File: src/rtl/fifo_serial_tx_pkg.sv
// Shared definitions for the FIFO-fed serial transmitter: FSM state encoding
// and default geometry.
package fifo_serial_tx_pkg;

  localparam int DEF_WIDTH = 4;
  localparam int DEF_DIV   = 4;

  typedef logic [2:0] state_t;

  localparam state_t S_IDLE    = 3'd0;
  localparam state_t S_FETCH   = 3'd1;
  localparam state_t S_CAPTURE = 3'd2;
  localparam state_t S_START   = 3'd3;
  localparam state_t S_DATA    = 3'd4;
  localparam state_t S_PARITY  = 3'd5;
  localparam state_t S_STOP    = 3'd6;

  // True in the states that drive a timed symbol onto the line.
  function automatic logic is_bit_state(input state_t s);
    return (s == S_START) || (s == S_DATA) || (s == S_PARITY) || (s == S_STOP);
  endfunction

endpackage

File: src/rtl/fifo_bit_timer.sv
// Bit-period timer: counts 0..DIV-1 while run is high and flags the last
// cycle of each period with tick.
module fifo_bit_timer #(
  parameter int DIV = 4
) (
  input  logic clk_in,
  input  logic rst_n,
  input  logic start,
  input  logic run,
  output logic tick
);

  localparam int CW = $clog2(DIV);

  logic [CW-1:0] cnt;

  assign tick = run && (cnt == CW'(DIV - 1));

  always_ff @(posedge clk_in or negedge rst_n) begin
    if (!rst_n) begin
      cnt <= '0;
    end else if (start || !run || tick) begin
      cnt <= '0;
    end else begin
      cnt <= cnt + 1'b1;
    end
  end

endmodule

File: src/rtl/fifo_serial_tx.sv
// Pulls words from a FIFO read port and sends each as start, LSB-first data,
// even parity and stop symbols of DIV clocks each.
module fifo_serial_tx
  import fifo_serial_tx_pkg::*;
#(
  parameter int WIDTH = DEF_WIDTH,
  parameter int DIV   = DEF_DIV
) (
  input  logic             clk_in,
  input  logic             rst_n,
  input  logic             tx_en,
  input  logic             empty,
  input  logic [WIDTH-1:0] rdata,
  output logic             rd_rq,
  output logic             tx,
  output logic             busy,
  output logic             frame_done,
  output logic [7:0]       sent_count
);

  localparam int IW = (WIDTH > 1) ? $clog2(WIDTH) : 1;

  state_t           state;
  logic [WIDTH-1:0] shreg;
  logic             parity;
  logic [IW-1:0]    bit_idx;
  logic             tick;

  fifo_bit_timer #(
    .DIV (DIV)
  ) u_timer (
    .clk_in (clk_in),
    .rst_n  (rst_n),
    .start  (state == S_CAPTURE),
    .run    (is_bit_state(state)),
    .tick   (tick)
  );

  // frame_done doubles as a one-cycle IDLE hold so consecutive frames are
  // separated by at least four idle-high cycles.
  always_ff @(posedge clk_in or negedge rst_n) begin
    if (!rst_n) begin
      state      <= S_IDLE;
      shreg      <= '0;
      parity     <= 1'b0;
      bit_idx    <= '0;
      frame_done <= 1'b0;
      sent_count <= 8'd0;
    end else begin
      frame_done <= 1'b0;
      case (state)
        S_IDLE: begin
          if (tx_en && !empty && !frame_done) state <= S_FETCH;
        end
        S_FETCH: begin
          state <= S_CAPTURE;
        end
        S_CAPTURE: begin
          shreg   <= rdata;
          parity  <= ^rdata;
          bit_idx <= '0;
          state   <= S_START;
        end
        S_START: begin
          if (tick) state <= S_DATA;
        end
        S_DATA: begin
          if (tick) begin
            shreg <= shreg >> 1;
            if (bit_idx == IW'(WIDTH - 1)) begin
              state <= S_PARITY;
            end else begin
              bit_idx <= bit_idx + 1'b1;
            end
          end
        end
        S_PARITY: begin
          if (tick) state <= S_STOP;
        end
        S_STOP: begin
          if (tick) begin
            state      <= S_IDLE;
            frame_done <= 1'b1;
            sent_count <= sent_count + 8'd1;
          end
        end
        default: begin
          state <= S_IDLE;
        end
      endcase
    end
  end

  always_comb begin
    tx = 1'b1;
    case (state)
      S_START:  tx = 1'b0;
      S_DATA:   tx = shreg[0];
      S_PARITY: tx = parity;
      default:  tx = 1'b1;
    endcase
  end

  assign rd_rq = (state == S_FETCH);
  assign busy  = (state != S_IDLE);

endmodule

File: config.mk
export PLATFORM = sky130hd
export DESIGN_NAME = fifo_serial_tx
export DESIGN_NICKNAME = d
export VERILOG_FILES = /design/src/rtl/fifo_serial_tx_pkg.sv /design/src/rtl/fifo_bit_timer.sv /design/src/rtl/fifo_serial_tx.sv
export SDC_FILE = /design/constraint.sdc
export NUM_CORES = 1
export LEC_CHECK = 0
export CAP_MARGIN = 20
export CORE_MARGIN = 8
export CORE_UTILIZATION = 45
export CTS_CLUSTER_SIZE = 28
export DETAILED_ROUTE_END_ITERATION = 8
export PLACE_DENSITY = 0.7
export SLEW_MARGIN = 20
export SYNTH_ARGS = -nofsm -noshare
export SYNTH_HDL_FRONTEND = slang
export SYNTH_SLANG_ARGS = --single-unit
File: constraint.sdc
create_clock -name clk_in -period 2 [get_ports clk_in]
set_input_delay 0.2 -clock clk_in [delete_from_list [all_inputs] [get_ports clk_in]]
set_output_delay 0.2 -clock clk_in [all_outputs]
set_load 0.01 [all_outputs]
# ---- After elaboration in Yosys (flattened, before gate mapping)
# Cells that the tools add are included.
dict set report op_classes {
  n_addsub 3
  n_eq_ne 15
  muxes 16
  reduce_logical 19
}
# cell n
set ops {}
lappend ops {{3-bit one-hot mux with 7 select lines} 1}
lappend ops {{3-bit two-way mux} 6}
lappend ops {{2-bit by 1-bit inequality test with 1-bit output, second input constant} 5}
lappend ops {{3-bit equality test, second input constant} 3}
lappend ops {{8-bit by 1-bit adder with 8-bit output, second input constant} 1}
lappend ops {{4-bit one-hot mux with 2 select lines} 1}
lappend ops {{3-bit by 2-bit equality test with 1-bit output, second input constant} 2}
lappend ops {{2-bit two-way mux} 3}
lappend ops {{6-bit AND reduction} 1}
lappend ops {{1-bit logical OR} 5}
lappend ops {{2-bit by 1-bit adder with 2-bit output, second input constant} 2}
lappend ops {{2-bit equality test, second input constant} 2}
lappend ops {{4-bit two-way mux} 1}
lappend ops {{2-bit inequality test, second input constant} 2}
lappend ops {{2-bit one-hot mux with 2 select lines} 1}
lappend ops {{2-bit AND reduction} 2}
lappend ops {{4-bit parity} 1}
lappend ops {{3-bit by 1-bit equality test with 1-bit output, second input constant} 1}
lappend ops {{1-bit logical AND} 3}
lappend ops {{1-bit zero test} 3}
lappend ops {{3-bit zero test} 1}
lappend ops {{1-bit one-hot mux with 3 select lines} 1}
lappend ops {{3-bit AND reduction} 1}
lappend ops {{3-bit nonzero test} 1}
lappend ops {{other kinds (2)} 3}
dict set report totals {
  register_bits 21
  input_bits 8
  out_inout_bits 12
}

# ---- Longest topological paths before layout
dict set report depth {
  ltp_word 8
  ltp_mapped 5
}

# ---- Cells and area by module
# From an unflattened synthesis, not the netlist that was laid out.
dict set report unflattened {
  cells_unflattened 100
  area_unflattened_um2 1138.6
}
# module n_inst cells_per_inst area_each_um2 seq_area_each_um2
set modules_own_cells {}
lappend modules_own_cells {fifo_serial_tx 1 94 1042.2 475.5}
lappend modules_own_cells {fifo_bit_timer 1 6 96.3 50.0}

# ---- Least setup slack after synthesis
# OpenSTA, ideal clock, no wires.
dict set report synth_path {
  kind {register to register}
  from {reg u_timer.cnt[0]}
  to {reg shreg[0]}
  setup_ns 0.125
  arrival_time_ns 1.348
  t_required_ns 1.875
  slack_ns 0.527
  stages_incl_launch_ff 6
  n_path_buf 1
  period_less_slack_ns 1.473
  path_cell_list {dfrtp_1 > ha_1 > buf_2 > nand3b_1 > a21oi_2 > mux2_2}
}
dict set report synth_between {
  elab_chain_cells 4
}
# item line
set synth_lines {}
lappend synth_lines {{start, declared} fifo_bit_timer.sv:15} ;# logic [CW-1:0] cnt;
lappend synth_lines {{start signal, assigned} fifo_bit_timer.sv:25} ;# cnt <= cnt + 1'b1;
lappend synth_lines {{2-bit equality test} fifo_bit_timer.sv:17} ;# assign tick = run && (cnt == CW'(DIV - 1));
lappend synth_lines {{1-bit logical AND} fifo_bit_timer.sv:17}
lappend synth_lines {{2-bit by 1-bit inequality test with 1-bit output (no source line)} --}
lappend synth_lines {{2-bit AND reduction (no source line)} --}
lappend synth_lines {{end signal, assigned} fifo_serial_tx.sv:59} ;# shreg <= rdata;
lappend synth_lines {{end signal, assigned} fifo_serial_tx.sv:69} ;# shreg <= shreg >> 1;
lappend synth_lines {{end, declared} fifo_serial_tx.sv:24} ;# logic [WIDTH-1:0] shreg;
# No other way between the ends.
# A chain may end at the register's enable or synchronous reset.

# ---- Final worst setup path
dict set report layout_path {
  from {reg state[0]}
  to {out busy}
}
dict set report layout_between {
  elab_chain_cells 1
}
# item line
set layout_lines {}
lappend layout_lines {{start, declared} fifo_serial_tx.sv:23} ;# state_t state;
lappend layout_lines {{start signal, assigned} fifo_serial_tx.sv:43} ;# state <= S_IDLE;
lappend layout_lines {{start signal, assigned} fifo_serial_tx.sv:53} ;# if (tx_en && !empty && !frame_done) state <= S_FETCH;
lappend layout_lines {{start signal, assigned} fifo_serial_tx.sv:56} ;# state <= S_CAPTURE;
lappend layout_lines {{3-bit nonzero test} fifo_serial_tx.sv:105} ;# assign busy = (state != S_IDLE);
lappend layout_lines {{end, declared} fifo_serial_tx.sv:16} ;# output logic busy,
# No other way between the ends.

==> results by group <==
Critical path
  • CP max FO: 10
  • CP max-delay cell: clkdlybuf4s50_1
  • Worst EP required: 1800 ps
  • CP endpoint kind: primary output
  • Critical Path AT: approximately 1700 ps
  • Cell Chain, Critical Path: buf_4 > or3_1 > clkdlybuf4s50_1
  • Critical Path Source Type: flop
  • Crit Path Class: reg -> out
  • CP max stage delay: between 400 and 500 ps

Synth
  • Ys flop type: dfrtp_1
  • Cell Area, Synth: ~1100 sq um
  • Synth Instances: 97
  • Commonest cells in the netlist: 21 x dfrtp_1, 12 x nand2_1, 9 x mux2_2
  • Post-synth cell types: 28
  • Synthesis-stage register bit count: 21
  • Adder-cell area share of the yosys netlist: 3.394%
  • Yosys top cell area share: between 40% and 50%
  • YS warnings: 0
  • Post-synthesis simple-gate area fraction: around a fifth
  • Largest family of logic cells by synthesized area: simple AND/OR/NAND/NOR gates
  • Share of flip-flops with an asynchronous set or reset: 100.0%
  • EDFF count, synth: 0
  • Synth Area in Compound Gates: 6.222%
  • Synth area leaders: dfrtp_1 48%, mux2_2 9.2%, xnor2_1 6.3%
  • Sequential-to-total area share from yosys stat: roughly 48%
  • Mux contribution to synthesized area: 10.07%
  • Top-count cell post-synth: dfrtp_1
  • Cell taking the most area after synthesis: dfrtp_1
  • Syn_nets: between 100 and 150
  • Syn Area/Cell: 11.40 sq um
  • Post-synthesis xor/xnor area fraction: 8.710%

STA
  • Slew Limit Fails: 0
  • Worst slew pin tran: 386.6 ps
  • Post-route minimum period: around 1900 ps
  • Fin crit share: 95.37%
  • Setup repair after global routing missed its margin: false
  • Setup tns final: 0 ps
  • Slew HR: 74.23%
  • Setup Skew: 1.220 ps
  • Finish-stage setup viols: 0
  • Final Hold Fails: 0
  • Worst hold margin: 240.3 ps
  • Max Fclk: 524.3 MHz

Final layout
  • Area added between synthesis and finish: 28.17%
  • Fill count: 206
  • Fin cells: 157
  • # diodes: 0
  • Share of cells above drive strength 1: 25.20%
  • Final Util: 58.83%
  • Nets@finish: roughly 140

Pwr
  • Lkg Pwr: 0.0006538 uW
  • Worst vdd ir: around 0.00069 V
  • Power density cells: 1013 nW/um^2
  • Total power: between 1000 and 1500 uW

Detailed routing
  • Routed WL: 2119 microns
  • Via/cell ratio: roughly 5.0
  • Routed wire length per instance: 13.50 microns
  • Initial drt markers: 52
  • # DRC: 0
  • Vias: ~790
  • DRT Pass-1 Iters: 4
  • ANT nets after route: 0

Clock network
  • Skew-Pair Late Insertion Delay: around 300 ps
  • CTS tree: built
  • CTS root buf: clkbuf_4
  • H-tree depth: 1
  • CTS Buf Count: 3
  • Total clock sinks: 21
  • Bufs on Longest Clock Path: 2
  • Clock Pin Slew Worst Setup and Hold Paths: about 110 ps
  • Post-CTS Hold Buffers: 0

Global route
  • Largest net degree at the start of global routing: 22
  • Vias in the first global route: around 810
  • GR Util All Layers: a little over a tenth
  • Initial antenna violation count: 0
  • Grt ovf: 0
  • First-pass GRT wire length: around 3600 microns

Die
  • Number of I/O pins: 20
  • Die height: 65.58 microns
  • Die X: 65.58 microns
  • Rows: 18
  • Initial core utilization: between 40% and 50%
  • DIE AREA: 4300 sq um
  • Core region area: 2410 sq um

Place
  • IO buf count: 19
  • DP HPWL: 1522 microns
  • Dpl cells: 144
  • GPL Wtd Cong: 0.7635

Run status
  • Outcome: finished, final reports clean

Job
  • Max-cap viol count: 0

Hold path
  • Hold WC Path Type: in -> async
==> cell type report <==
| class | count | area, sq um | share of cell area, % |
|---|---|---|---|
| clock inverter | 1 | 5.005 | 0.3530 |
| timing repair buffer | 30 | 275.3 | 19.42 |
| tap | 30 | 37.54 | 2.648 |
| sequential | 21 | 529.3 | 37.33 |
| clock buffer | 3 | 22.52 | 1.589 |
| multi-input combinational | 69 | 536.8 | 37.86 |
| inverter | 3 | 11.26 | 0.7944 |
==> final timing paths <==
| kind | from | cells after the start | slack [ps] | end |
|---|---|---|---|---|
| max | state[0] | 3 | 90 | busy |
| min | rst_n | 2 | 240 | parity |
| max reg2reg | state[1] | 4 | 310 | shreg[0] |
| min reg2reg | u_timer.cnt[0] | 1 | 450 | u_timer.cnt[0] |
| max in group asynchronous | rst_n | 2 | 1530 | state[2] |
| min in group clk_in | u_timer.cnt[0] | 1 | 450 | u_timer.cnt[0] |
==> logic make-up (layout without fill, tap and decap cells) <==
family,count (synthesis),in the layout
compound gates,12,12
xor+xnor,11,11
fa+ha+maj,3,3
buf+inv,7,37
flops,21,21
mux,10,10
simple gates,33,33
==> placed cells by master (no fill, tap or decap), types with 7 or more instances in the layout <==
| master | count |
|---|---|
| nand2_1 | 12 |
| buf_4 | 11 |
| xnor2_1 | 8 |
| clkdlybuf4s50_1 | 18 |
| dfrtp_1 | 18 |
| o21ai_0 | 7 |
| mux2_2 | 9 |
==> stage by stage <==
stage / worst slack [ps] / instance area, sq um
final: 92.60 / 1418
after detailed placement: 300.4 / 1316
after CTS: 51.68 / 1348
after global placement: 333.0 / 1316
after global routing: 16.30 / 1418
after floorplan: 527.2 / 1106
==> where the power goes <==
group,total [uW],internal [uW],switching (uW),leakage [uW]
Combinational,621,358,263,0.000372
Sequential,618,530,87.3,0.000265
Clock,198,74.5,123,0.0000177
Total,1440,963,473,0.000654
==> critical path, delay by kind of cell (launching register included) <==
family	cells	cell delay, ps
flops	1	450
simple gates	1	300
buf+inv	2	660
==> state kept, by name, summed over array words and instances (netlist names) <==
name	cells
sent_count	8
shreg	4
state	3
bit_idx	2
u_timer.cnt	2
frame_done	1
parity	1
==> routing by layer <==
metal | track usage (%) | routed length (microns)
met1 | 12.39 | 970
met2 | 16.97 | 994
met3 | 4.762 | 143
met4 | 3.270 | 12
met5 | 0 | 0
==> what timing repair did <==
item | CTS | global route
buffers inserted | 0 | 9
setup endpoints to repair | 1 | 3
resized for setup | 3 | 1
Power figures use the tool's default switching activity.
